[config.mk]
export PLATFORM = sky130hd
export DESIGN_NAME = shift_register_seq
export DESIGN_NICKNAME = d
export VERILOG_FILES = /design/src/rtl/shift_register_seq.sv
export SDC_FILE = /design/constraint.sdc
export NUM_CORES = 1
export LEC_CHECK = 0
export ABC_AREA = 1
export BUFFER_PORTS_ARGS = -buffer_cell sky130_fd_sc_hd__buf_2
export CORE_MARGIN = 1
export CORE_UTILIZATION = 30
export DETAILED_ROUTE_END_ITERATION = 10
export HOLD_SLACK_MARGIN = 0.12
export MAX_ROUTING_LAYER = met4
export PLACE_DENSITY = 0.57
export SYNTH_ARGS = -nofsm -noshare
export SYNTH_HDL_FRONTEND = slang
export SYNTH_SLANG_ARGS = --single-unit
[constraint.sdc]
create_clock -name clk -period 1.3 [get_ports clk]
set_clock_uncertainty 0.15 [all_clocks]
set_input_delay 0.065 -clock clk [delete_from_list [all_inputs] [get_ports clk]]
set_output_delay 0.065 -clock clk [all_outputs]
set_load 0.005 [all_outputs]
[src/rtl/shift_register_seq.sv]
// -----------------------------------------------------------------------------
// shift_register_seq
//
// Purpose:
//   Drives one external shift register. A parallel word is accepted on a
//   valid/ready handshake and parallel-loaded into the register. The sequencer
//   then issues exactly WIDTH shift pulses, one every DIV clocks. After the
//   last pulse it captures the register contents and presents them with a
//   one-cycle receive strobe.
//
// Parameters:
//   WIDTH  word length. It must match the controlled shift register (>= 2).
//   DIV    clocks per bit period (>= 1). DIV = 1 shifts on every cycle.
//
// Ports:
//   clk              in   1      system clock; all state changes on the rising edge
//   n_reset          in   1      asynchronous, active-low reset
//   s_valid          in   1      input word valid
//   s_ready          out  1      the sequencer can accept a word
//   s_data           in   WIDTH  word to serialise
//   abort            in   1      synchronous cancel of the word in flight
//   sr_load          out  1      to shift_register.load
//   sr_shift         out  1      to shift_register.shift
//   sr_load_data     out  WIDTH  to shift_register.load_data
//   sr_current_data  in   WIDTH  from shift_register.current_data
//   busy             out  1      high in every state except IDLE
//   done             out  1      one-cycle pulse when a word completes
//   rx_valid         out  1      one-cycle pulse; rx_data has just been updated
//   rx_data          out  WIDTH  captured register contents
//
// Configuration macro:
//   SHIFT_SEQ_BACK_TO_BACK_EN
//     When defined, s_ready is also high in DONE.
//     A word accepted in DONE goes straight to LOAD. The completion strobe
//     and the rx capture still happen for the finishing word.
// -----------------------------------------------------------------------------
module shift_register_seq #(
  parameter int WIDTH = 8,
  parameter int DIV   = 4
) (
  input  logic             clk,
  input  logic             n_reset,
  input  logic             s_valid,
  output logic             s_ready,
  input  logic [WIDTH-1:0] s_data,
  input  logic             abort,
  output logic             sr_load,
  output logic             sr_shift,
  output logic [WIDTH-1:0] sr_load_data,
  input  logic [WIDTH-1:0] sr_current_data,
  output logic             busy,
  output logic             done,
  output logic             rx_valid,
  output logic [WIDTH-1:0] rx_data
);

  // A DIV of 1 still needs a one-bit counter. That counter simply stays at 0.
  localparam int DIV_W = (DIV > 1) ? $clog2(DIV) : 1;
  localparam int BIT_W = $clog2(WIDTH + 1);
  localparam logic [DIV_W-1:0] DIV_LAST = DIV_W'(DIV - 1);
  localparam logic [BIT_W-1:0] BIT_LAST = BIT_W'(WIDTH - 1);

  typedef enum logic [1:0] {
    IDLE  = 2'd0,
    LOAD  = 2'd1,
    SHIFT = 2'd2,
    DONE  = 2'd3
  } state_t;

  state_t           state_reg, state_next;
  logic [DIV_W-1:0] div_cnt_reg, div_cnt_next;
  logic [BIT_W-1:0] bit_cnt_reg, bit_cnt_next;
  logic [WIDTH-1:0] load_data_reg, load_data_next;
  logic [WIDTH-1:0] rx_data_reg, rx_data_next;
  logic             rx_valid_reg, rx_valid_next;

  always_ff @(posedge clk or negedge n_reset) begin
    if (!n_reset) begin
      state_reg     <= IDLE;
      div_cnt_reg   <= '0;
      bit_cnt_reg   <= '0;
      load_data_reg <= '0;
      rx_data_reg   <= '0;
      rx_valid_reg  <= 1'b0;
    end else begin
      state_reg     <= state_next;
      div_cnt_reg   <= div_cnt_next;
      bit_cnt_reg   <= bit_cnt_next;
      load_data_reg <= load_data_next;
      rx_data_reg   <= rx_data_next;
      rx_valid_reg  <= rx_valid_next;
    end
  end

  always_comb begin
    state_next     = state_reg;
    div_cnt_next   = div_cnt_reg;
    bit_cnt_next   = bit_cnt_reg;
    load_data_next = load_data_reg;
    rx_data_next   = rx_data_reg;
    rx_valid_next  = 1'b0;
    s_ready        = 1'b0;
    sr_load        = 1'b0;
    sr_shift       = 1'b0;
    done           = 1'b0;

    case (state_reg)
      IDLE: begin
        // abort has no effect here, so an accept still proceeds.
        s_ready = 1'b1;
        if (s_valid) begin
          state_next     = LOAD;
          load_data_next = s_data;
        end
      end

      LOAD: begin
        sr_load      = 1'b1;
        div_cnt_next = '0;
        bit_cnt_next = '0;
        state_next   = abort ? IDLE : SHIFT;
      end

      SHIFT: begin
        sr_shift = (div_cnt_reg == DIV_LAST);
        if (sr_shift) begin
          div_cnt_next = '0;
          bit_cnt_next = bit_cnt_reg + 1'b1;
          if (bit_cnt_reg == BIT_LAST) begin
            state_next = DONE;
          end
        end else begin
          div_cnt_next = div_cnt_reg + 1'b1;
        end
        if (abort) begin
          state_next = IDLE;
        end
      end

      DONE: begin
        state_next = IDLE;
        // An abort in DONE suppresses the completion strobe and the capture.
        // rx_data keeps its old value.
        if (!abort) begin
          done          = 1'b1;
          rx_data_next  = sr_current_data;
          rx_valid_next = 1'b1;
`ifdef SHIFT_SEQ_BACK_TO_BACK_EN
          s_ready = 1'b1;
          if (s_valid) begin
            state_next     = LOAD;
            load_data_next = s_data;
          end
`endif
        end
      end

      default: state_next = IDLE;
    endcase
  end

  assign busy         = (state_reg != IDLE);
  assign sr_load_data = load_data_reg;
  assign rx_data      = rx_data_reg;
  assign rx_valid     = rx_valid_reg;

endmodule

# Word level (Yosys, flattened, before mapping)

Index checks and enable logic that the tools add are counted.

Bitwise operators: 1
Equality and inequality tests: 9
Reduce and logical (&&, ||, !) cells: 7
Add/subtract/negate cells: 2
Muxes and demuxes: 15

Operators by type and width:

| cell                                                 | number |
|---|---|
| two-way mux 2 bit                                    | 6 |
| case mux 2 bit (4 select lines)                      | 1 |
| case mux 4 bit (2 select lines)                      | 1 |
| equality test 2 bit (second input constant)          | 3 |
| != test 3 bit (second input constant)                | 2 |
| AND reduction 2 bit                                  | 3 |
| two-way mux 1 bit                                    | 5 |
| adder 4 x 1 -> 4 bit (second input constant)         | 1 |
| equality test 4 x 3 -> 1 bit (second input constant) | 1 |
| two-way mux 4 bit                                    | 1 |
| != test 2 bit (second input constant)                | 2 |
| case mux 2 bit (2 select lines)                      | 1 |
| nonzero test 2 bit                                   | 2 |
| AND reduction 3 bit                                  | 1 |
| adder 2 x 1 -> 2 bit (second input constant)         | 1 |
| equality test 2 x 1 -> 1 bit (second input constant) | 1 |
| zero test 2 bit                                      | 1 |
| NOT 1 bit                                            | 1 |

Word-level logic and storage cells: 40
Output and inout port bits: 22
Flip-flop bits (word level): 25
Bits of input ports: 20

# Longest topological paths before layout

Gate-level depths: netlist of the first run.

Depth in word-level cells: 5
Depth in mapped cells: 8
Gate-level depth less buffers: 8

# Worst setup path before layout of the first run

OpenSTA, ideal clock, no wires.

Path type: flip-flop to flip-flop
From: reg state_reg[0]
To: reg load_data_reg[0] (netlist: sr_load_data[0])
Library setup time: 0.125 ns
Stages on the path, launching flop included: 5
Data required time: 1.025 ns
Arrival time: 1.157 ns
Clock period less this slack: 1.432 ns
Setup slack: -0.132 ns
Path buffers: 0
Path through: dfrtp_1 inv_1 ha_1 nand2_2 mux2_2

Longest elaborated chain between the ends: 2

Ends and longest elaborated chain:

| element                       | RTL line | source |
|---|---|---|
| start: declaration            | 70       | `state_t state_reg, state_next;` |
| start signal: assignment      | 86       | `state_reg <= state_next;` |
| zero test 2 bit               | 107      | `case (state_reg)` |
| AND reduction 2 bit (no line) | --       |  |
| end signal: assignment        | 89       | `load_data_reg <= load_data_next;` |
| end: declaration              | 73       | `logic [WIDTH-1:0] load_data_reg, load_data_next;` |

No other way between the ends.
A chain may end at the register's enable or synchronous reset.

# Worst setup path after layout of the first run

From: reg state_reg[0]
To: reg bit_cnt_reg[3]

Longest elaborated chain between the ends: 3
Elaborated cells between the ends (all ways): 6
Those cells by class: eq/ne: 3; mux: 1; reduce/logical: 2

Ends and longest elaborated chain:

| element                                                                    | RTL line | source |
|---|---|---|
| equality test 2 bit / equality test 2 x 1 -> 1 bit (equally long branches) | 107      |  |
| != test 2 bit (no line) / nonzero test 2 bit (equally long branches)       | --       |  |
| AND reduction 2 bit (no line)                                              | --       |  |
| end signal: assignment                                                     | 88       | `bit_cnt_reg <= bit_cnt_next;` |
| end: declaration                                                           | 72       | `logic [BIT_W-1:0] bit_cnt_reg, bit_cnt_next;` |

Parallel ways exist; a longest one is shown, timed or not.

==> impl_metrics.csv, run 1 <==
group,metric,value,unit
run_status,outcome,"finished, violations left",
run_status,violations,"setup timing",
clock_network,worstSkewPairLatency,0.26,ns
placed_design,io_buffer_count,41,
run,maxCapViolations,0,
synthesis,synth_nets,140,
global_routing,grt_pass1_wl,4.50,mm
timing,layout_min_cycle_time,1.46,ns
cells_and_area,diodes,0,
synthesis,synth_edf_count,0,
route,vias_per_cell,4.33,
placed_design,dpl_cell_area,0.00143,sq mm
worst_setup_path,end_kind,"register",
route,dr.first_iter.drc_count,14,
synthesis,yosysMostFrequentCell,"nand2_1",
worst_setup_path,crit_top_cell,"nand2_4",
synthesis,yosys_warnings,0,
floorplan,die_x,62.8,um
placed_design,gp_congestion,0.776,
route,drc,0,
worst_hold_path,hold_path.class,"input port to async pin",
power,ir_drop,0.781,mV
timing,fmax,683,MHz
clock_network,cts_tree,"yes",
synthesis,ys_async_sr_fraction,100,%
worst_setup_path,crit_type,"register to register",
global_routing,grt_overflow,0,
synthesis,netlist_area,0.00111,sq mm
floorplan,ioPinCount,42,
synthesis,syn_area_per_cell,9.71,sq um
worst_setup_path,cpPeakStageDelay,0.41,ns
timing,worst_pin_slew,0.547,ns
power,p_per_area,1870,mW/mm^2
worst_setup_path,crit_arrival,1.47,ns
worst_setup_path,critPathMaxFanout,4,
floorplan,start_util,32.2,%
synthesis,ys_seq_elements,25,
clock_network,numCtsBuffers,3,
synthesis,synth_cell_type_count,14,
global_routing,antenna_found_initial,0,
route,drtPass1Iterations,3,
floorplan,num_rows,21,
placed_design,dpl.hpwl,1.72,mm
timing,finalHoldViolCount,0,
clock_network,clock_path_buffers,2,
timing,slew_headroom,63.5,%
floorplan,fp.dieArea,0.00394,sq mm
global_routing,track_usage,15.0,%
timing,fin_setup_tns,-2.40,ns
timing,fin_crit_sh,113,%
timing,timing.final.ws_setup,-0.164,ns
floorplan,die_h,62.8,um
synthesis,syn-instance-count,114,
synthesis,synthTopCellsByCount,"37 x nand2_1, 25 x dfrtp_1, 8 x inv_1, 8 x mux2_2, 7 x nor2_1",
timing,rsz0062_at_grt,"yes",
timing,drv_slew,0,
clock_network,cts_root_buf,"clkbuf_8",
cells_and_area,final_core_util,53.2,%
clock_network,cts.clk_slew.worst_paths,0.09,ns
route,routedWlPerCell,11.4,um
worst_setup_path,start_kind,"register",
timing,whs,0.167,ns
route,drt-total-wl,2.68,mm
cells_and_area,nNetsFinal,216,
worst_setup_path,crit_family,"flip-flops",
synthesis,netlist.area_leader.share,56.5,%
power,p_leak,0.982,nW
worst_setup_path,slowest_stage,"dfrtp_1",
clock_network,cts_sinks,25,
synthesis,synth_largest_area_cell,"dfrtp_1",
synthesis,ys.flop_type,"dfrtp_1",
worst_setup_path,critPathRequiredTime,1.31,ns
clock_network,cts_max_level,1,
floorplan,core_area,0.00344,sq mm
cells_and_area,area_growth,65.4,%
worst_setup_path,crit_chain,"inv_2 > ha_4 > buf_4 > inv_4 > nand2_4 > nand2_4 > nand3_2 > nand2_1 > nor2_1",
worst_setup_path,regToRegSetupSlack,-0.16,ns
cells_and_area,design_area,0.00183,sq mm
synthesis,synthTopCellsByArea,"dfrtp_1 56%, nand2_1 13%, mux2_2 8.1%, ha_1 6.8%, nand2_2 2.8%",
timing,setup_viol,27,
global_routing,grt_max_degree,26,
route,vias,1017,
synthesis,yosysSeqAreaShare,56.5,%
global_routing,grt_pass1_vias,1057,
worst_setup_path,path_buf_inv,3,
cells_and_area,fillers,327,
route,ant_nets,0,
cells_and_area,drive_above_1_share,46.0,%
[power by group]
part	total (mW)	switching [mW]	internal [mW]	leakage, nW
combinational	1.74	0.787	0.952	0.639
clock	0.451	0.237	0.214	0.0255
sequential	1.24	0.175	1.06	0.317
[cell type report]
class / count / area (sq um) / share of cell area, %
Timing Repair Buffer: 71 / 500 / 27.3
Tap cell: 46 / 57.6 / 3.14
Clock inverter: 1 / 5.00 / 0.273
Inverter: 12 / 55.1 / 3.01
Clock buffer: 3 / 41.3 / 2.25
Sequential cell: 25 / 627 / 34.2
Multi-Input combinational cell: 77 / 546 / 29.8
[per-stage QoR]
stage / setup slack [ns] / total power, mW / std cells
global route: -0.263 / 3.71 / 235
global placement: -0.0655 / 2.51 / 206
floorplan: -0.0157 / 2.00 / 114
finish: -0.164 / 3.43 / 235
detailed placement: -0.102 / 2.56 / 206
CTS: -0.163 / 3.38 / 235
[repair_timing]
action / in CTS / in global routing
endpoints found under the setup margin: 19 / 27
buffers inserted: 6 / 0
hold endpoints to repair: 44 / 0
resized for setup: 24 / 8
hold buffers: 19 / 0
pin swaps: 4 / 6
[metal layers]
layer	track usage (%)	up-vias	wire (um)
met2	26.4	25	1420
li1	-	506	-
met4	4.36	0	28
met5	-	-	0
met1	17.1	482	1140
met3	2.92	4	93
[layout by cell type (no fill, tap or decap), drive strengths merged]
master / netlist / layout
buf: 0 / 52
nand2: 42 / 42
dfrtp: 25 / 25
dlygate4sd3: 0 / 19
inv: 12 / 12
mux2: 8 / 8
nor2: 7 / 7
ha: 6 / 6
o21ai: 5 / 5
nand3: 5 / 5
clkbuf: 0 / 3
a21oi: 2 / 2
or2: 1 / 1
nand4: 1 / 1
clkinv: 0 / 1
[cell families (layout without fill, tap and decap cells)]
| family | after synthesis | in the layout | synth area share [%] |
|---|---|---|---|
| AND/OR/NAND/NOR | 56 | 56 | 21.4 |
| flip-flops | 25 | 25 | 56.5 |
| adder cells (fa/ha/maj) | 6 | 6 | 6.78 |
| multiplexers | 8 | 8 | 8.14 |
| AO/OA/AOI/OAI | 7 | 7 | 3.16 |
| buffers and inverters | 12 | 87 | 4.07 |
[worst paths after layout]
check | from | depth (start not counted) | endpoint
setup / recovery | state_reg[0] | 9 | bit_cnt_reg[3]
hold / removal | n_reset | 2 | bit_cnt_reg[2]
setup reg to reg | state_reg[0] | 9 | bit_cnt_reg[3]
hold reg to reg | rx_data[1] | 2 | rx_data[1]
max in group asynchronous | n_reset | 2 | state_reg[1]
min in group clk | rx_data[1] | 2 | rx_data[1]
[worst reg2reg max path, cell delays in order, from the launching register on]
cell,delay [ns]
dfrtp_1,0.41
inv_2,0.09
ha_4,0.18
buf_4,0.15
inv_4,0.07
nand2_4,0.05
nand2_4,0.10
nand3_2,0.06
nand2_1,0.07
nor2_1,0.04
(Power assumes the default switching activity.)
==> run 2, diff against run 1 <==
--- a/config.mk
+++ b/config.mk
@@ -9,6 +9,7 @@
 export BUFFER_PORTS_ARGS = -buffer_cell sky130_fd_sc_hd__buf_2
 export CORE_MARGIN = 1
 export CORE_UTILIZATION = 30
+export CTS_BUF_LIST = sky130_fd_sc_hd__clkbuf_2
 export DETAILED_ROUTE_END_ITERATION = 10
 export HOLD_SLACK_MARGIN = 0.12
 export MAX_ROUTING_LAYER = met4
==> impl_metrics.csv, run 2 (synthesized netlist as in run 1, its figures left out) <==
group,metric,value,unit
worst_setup_path,critPathMaxFanout,4,
route,vias,1037,
global_routing,top_usage_layer,"met2",
worst_setup_path,slowest_stage,"dfrtp_1",
floorplan,num_rows,21,
global_routing,track_usage,15.2,%
worst_setup_path,regToRegSetupSlack,-0.33,ns
cells_and_area,nNetsFinal,220,
clock_network,cts_root_buf,"clkbuf_2",
timing,setup_viol,27,
worst_setup_path,r2r_cells,9,
floorplan,die_x,62.8,um
timing,timing.final.ws_setup,-0.328,ns
clock_network,cts_sinks,25,
worst_setup_path,end_kind,"register",
route,ant_nets,0,
power,ir_drop,0.743,mV
cells_and_area,mostFrequentLayoutCells,"39 x buf_2, 35 x nand2_1, 24 x dfrtp_1",
clock_network,cts.clk_slew.worst_paths,0.23,ns
run_status,outcome,"finished, violations left",
run,maxCapViolations,0,
floorplan,core_area,0.00344,sq mm
cells_and_area,layout_commonest_cell,"buf_2",
floorplan,start_util,32.2,%
floorplan,die_h,62.8,um
power,p_leak,0.973,nW
clock_network,numCtsBuffers,3,
global_routing,grt_pass1_vias,1056,
worst_setup_path,crit_chain,"inv_2 > ha_4 > buf_4 > buf_6 > buf_4 > nor2_1 > nor2_1 > nand3_2 > nand2_1",
timing,rsz0062_at_grt,"yes",
worst_setup_path,start_kind,"register",
worst_hold_path,hold_path.class,"input port to async pin",
power,p_per_area,1810,mW/mm^2
worst_setup_path,path_buf_inv,4,
placed_design,gp_congestion,0.776,
floorplan,fp.dieArea,0.00394,sq mm
route,drtPass1Iterations,4,
timing,finalHoldViolCount,0,
worst_setup_path,timing.rr.end,"state_reg[1]",
clock_network,ctsHoldBuffers,19,
route,dr.first_iter.drc_count,28,
route,drt-total-wl,2.89,mm
timing,fin_crit_sh,125,%
worst_setup_path,crit_path_start,"state_reg[0]",
placed_design,io_buffer_count,41,
worst_setup_path,crit_arrival,1.74,ns
global_routing,antenna_found_initial,0,
global_routing,grt_pass1_wl,4.54,mm
global_routing,use_met2,26.9,%
placed_design,dpl.hpwl,1.72,mm
clock_network,cts_tree,"yes",
worst_setup_path,crit_type,"register to register",
global_routing,grt_max_degree,26,
clock_network,worstSkewPairLatency,0.33,ns
clock_network,cts_max_level,1,
cells_and_area,design_area,0.00183,sq mm
cells_and_area,drive_above_1_share,48.7,%
cells_and_area,diodes,0,
cells_and_area,area_growth,65.1,%
floorplan,ioPinCount,42,
timing,fmax,614,MHz
worst_setup_path,crit_family,"flip-flops",
timing,whs,0.0658,ns
route,drc,0,
global_routing,use_met1,17.0,%
placed_design,dpl_cell_area,0.00143,sq mm
run_status,violations,"setup timing",
timing,worst_pin_slew,0.557,ns
timing,layout_min_cycle_time,1.63,ns
timing,slew_headroom,62.9,%
worst_setup_path,critPathRequiredTime,1.41,ns
route,vias_per_cell,4.34,
global_routing,grt_overflow,0,
timing,fin_setup_tns,-5.43,ns
worst_setup_path,cpPeakStageDelay,0.46,ns
clock_network,clock_path_buffers,2,
global_routing,grtUsageMet3,2.74,%
route,routedWlPerCell,12.1,um
worst_setup_path,worstReg2RegStart,"state_reg[0]",
timing,drv_slew,0,
run 2: through the flow:
stage	std cells	util [%]	total power, mW	setup slack (ns)
final	239	53.1	3.32	-0.328
after global routing	239	53.1	3.59	-0.393
after CTS	236	51.1	3.13	-0.277
after detailed placement	206	41.6	2.56	-0.102
after global placement	206	41.6	2.51	-0.0655
after floorplan	114	-	2.00	-0.0157
run 2: routing by layer:
metal / wire [um] / vias up
met4: 18 / 0
met5: 0 / -
met1: 1170 / 493
met3: 95 / 2
met2: 1610 / 27
li1: - / 515
run 2: layout make-up:
| cell class | count | area (sq um) |
|---|---|---|
| fillers | 334 | 1610 |
| flip-flops and latches | 25 | 627 |
| repair buffers | 75 | 539 |
| multi-input cells | 77 | 529 |
| well taps | 46 | 57.6 |
| inverters | 12 | 55.1 |
| clock buffers | 3 | 15.0 |
| clock inverters | 1 | 5.00 |
run 2: worst reg2reg max path: stages, from the launching register on:
cell and delay [ns]:
dfrtp_1 0.46, inv_2 0.07, ha_4 0.17, buf_4 0.13, buf_6 0.12, buf_4 0.12
nor2_1 0.14, nor2_1 0.08, nand3_2 0.07, nand2_1 0.05
run 2: report_power, final:
group,switching [mW],total (mW),internal (mW)
Clock,0.227,0.297,0.0698
Sequential,0.168,1.23,1.06
Combinational,0.834,1.79,0.956
run 2: worst max-delay path by stage:
stage                      end  slack (ns)  depth (start not counted)
3_3_place_gp   sr_load_data[4]       -0.07                          4
6_report          state_reg[1]       -0.33                          9
2_1_floorplan  sr_load_data[0]       -0.02                          4
5_1_grt                sr_load       -0.39                          3
4_1_cts               sr_shift       -0.28                          6
3_5_place_dp   sr_load_data[2]       -0.10                          4
run 2: timing repair:
action                     CTS  global route
pin swaps                    3             2
resized for setup           18            12
hold endpoints to repair    44            25
buffers inserted             7             3
setup endpoints to repair   23            28
==> run 3, diff against run 2 <==
--- a/config.mk
+++ b/config.mk
@@ -14,6 +14,7 @@
 export HOLD_SLACK_MARGIN = 0.12
 export MAX_ROUTING_LAYER = met4
 export PLACE_DENSITY = 0.57
+export REMOVE_ABC_BUFFERS = 1
 export SYNTH_ARGS = -nofsm -noshare
 export SYNTH_HDL_FRONTEND = slang
 export SYNTH_SLANG_ARGS = --single-unit
==> impl_metrics.csv, run 3 (synthesized netlist as in run 1, its figures left out) <==
group,metric,value,unit
cells_and_area,multi_input_area,579,sq um
worst_setup_path,timing.rr.end,"sr_load_data[6]",
timing,drv_slew,0,
timing,timing.final.ws_setup,-0.328,ns
cells_and_area,mostFrequentLayoutCells,"36 x buf_2, 32 x nand2_1, 25 x dfrtp_1",
placed_design,dp_cells,211,
cells_and_area,area_growth,79.0,%
route,drt-total-wl,3.00,mm
worst_setup_path,crit_family,"flip-flops",
timing,layout_min_cycle_time,1.63,ns
power,p_leak,1.06,nW
clock_network,cts.clk_slew.worst_paths,0.24,ns
power,p_switching,1.42,mW
worst_setup_path,path_depth,6,
worst_setup_path,path_buf_inv,5,
timing,finalHoldViolCount,0,
global_routing,track_usage,17.2,%
clock_network,clock_path_buffers,2,
timing,worst_pin_slew,0.337,ns
floorplan,fp.dieArea,0.00394,sq mm
worst_hold_path,holdPathEnd,"rx_data[7]",
run_status,violations,"setup timing",
floorplan,core_area,0.00344,sq mm
worst_setup_path,start_kind,"register",
timing,rsz0062_at_grt,"yes",
cells_and_area,drive_above_1_share,50.5,%
worst_setup_path,slowest_stage,"dfrtp_1",
worst_setup_path,r2r_cells,7,
worst_setup_path,crit_chain,"buf_6 > inv_4 > ha_4 > inv_4 > buf_6 > buf_6",
power,ir_drop,0.994,mV
placed_design,io_buffer_count,41,
clock_network,cts_sinks,25,
timing,fmax,614,MHz
floorplan,num_rows,21,
worst_hold_path,hold_path_depth,4,
floorplan,die_h,62.8,um
run,maxCapViolations,0,
route,routedWlPerCell,12.2,um
worst_setup_path,crit_type,"register to primary output",
cells_and_area,regArea,626,sq um
worst_setup_path,worstReg2RegStart,"state_reg[1]",
clock_network,cts_tree,"yes",
floorplan,start_util,32.2,%
floorplan,ioPinCount,42,
run_status,outcome,"finished, violations left",
cells_and_area,nNetsFinal,227,
clock_network,worstSkewPairLatency,0.35,ns
route,drtPass1Iterations,3,
route,ant_nets,0,
placed_design,dpl.hpwl,1.80,mm
worst_hold_path,hold_path.class,"input port to register",
worst_setup_path,cpPeakStageDelay,0.45,ns
global_routing,grt_max_degree,26,
power,p_per_area,2000,mW/mm^2
cells_and_area,fin_cells,246,
cells_and_area,layout_commonest_cell,"buf_2",
global_routing,grt_overflow,0,
cells_and_area,diodes,0,
timing,fin_crit_sh,125,%
worst_setup_path,end_kind,"primary output",
clock_network,cts_root_buf,"clkbuf_2",
clock_network,numCtsBuffers,3,
timing,slew_headroom,77.6,%
worst_setup_path,critPathRequiredTime,1.09,ns
placed_design,gp_congestion,0.795,
worst_setup_path,crit_top_cell,"buf_6",
worst_setup_path,regToRegSetupSlack,-0.31,ns
route,drc,0,
power,power_frac_clock,7.9,%
power,swShare,35.8,%
route,dr.first_iter.drc_count,25,
power,p_comb_share,61.3,%
cells_and_area,fillers,288,
global_routing,antenna_found_initial,0,
timing,setup_viol,29,
worst_hold_path,worstHoldStart,"sr_current_data[7]",
global_routing,grt_pass1_wl,5.02,mm
cells_and_area,final_core_util,57.6,%
global_routing,grt_pass1_vias,1101,
floorplan,die_x,62.8,um
route,vias,1085,
worst_setup_path,critPathMaxFanout,3,
clock_network,cts_max_level,1,
timing,fin_setup_tns,-5.48,ns
power,p_int,2.54,mW
route,vias_per_cell,4.41,
worst_setup_path,crit_arrival,1.41,ns
power,seq_power_share,30.7,%
==> run 3: cell count changes in the layout (fill, tap and decap cells not counted), sizes merged <==
cell / before / now
dlygate4sd3: 19 / 20
clkinv: 1 / 0
buf: 56 / 61
clkbuf: 3 / 4
clkinvlp: 0 / 1
==> run 3: final cells by class <==
cell class                      instances  area share, %
Tap cell                               46           2.90
Timing Repair Buffer                   82           32.3
Multi-Input combinational cell         77           29.2
Clock buffer                            3          0.758
Inverter                               12           2.90
Clock inverter                          1          0.379
Sequential cell                        25           31.6
==> run 3: worst min-delay path: cells and delay by family <==
| family | cells | cell delay [ns] |
|---|---|---|
| buffers and inverters | 2 | 0.60 |
| and+or+nand+nor | 2 | 0.09 |
==> run 3: how the worst max path moves through the flow <==
stage                             from               to  slack (ns)
final                     state_reg[1]             busy       -0.33
after CTS                 state_reg[1]         sr_shift       -0.34
after global routing      state_reg[1]             busy       -0.40
after global placement    state_reg[0]  sr_load_data[7]       -0.10
after floorplan           state_reg[0]  sr_load_data[0]       -0.13
after detailed placement  state_reg[1]  sr_load_data[6]       -0.16
==> run 3: power by group through the flow <==
stage	Sequential, mW	Combinational, mW	Clock [mW]
4_1_cts	1.21	2.24	0.332
5_1_grt	1.26	2.62	0.355
3_3_place_gp	1.20	1.34	0
6_report	1.22	2.43	0.315
3_5_place_dp	1.21	1.38	0
2_1_floorplan	1.24	0.672	0
==> run 3: stage by stage <==
step / hold slack [ns] / setup WS, ns / power (mW) / instance area, sq um
final: 0.261 / -0.328 / 3.96 / 1980
after global placement: -0.0700 / -0.103 / 2.54 / 1450
after global routing: 0.245 / -0.401 / 4.24 / 1980
after CTS: 0.234 / -0.343 / 3.78 / 1940
after detailed placement: -0.0621 / -0.162 / 2.58 / 1450
after floorplan: -0.381 / -0.132 / 1.91 / 1110
==> run 3: per-layer routing <==
layer / track usage [%] / vias up / part of all wire, %
met5: - / - / 0
met4: 4.65 / 0 / 1.9
met3: 4.01 / 8 / 4.7
met2: 30.4 / 34 / 53
met1: 19.2 / 511 / 41
li1: - / 532 / -
==> run 3: what timing repair did <==
item / 4_1_cts / 5_1_grt
resized for setup: 49 / 14
pin swaps: 11 / 8
hold endpoints to repair: 44 / 0
setup buffers: 11 / 3
setup endpoints to repair: 29 / 55
hold buffers: 20 / 0
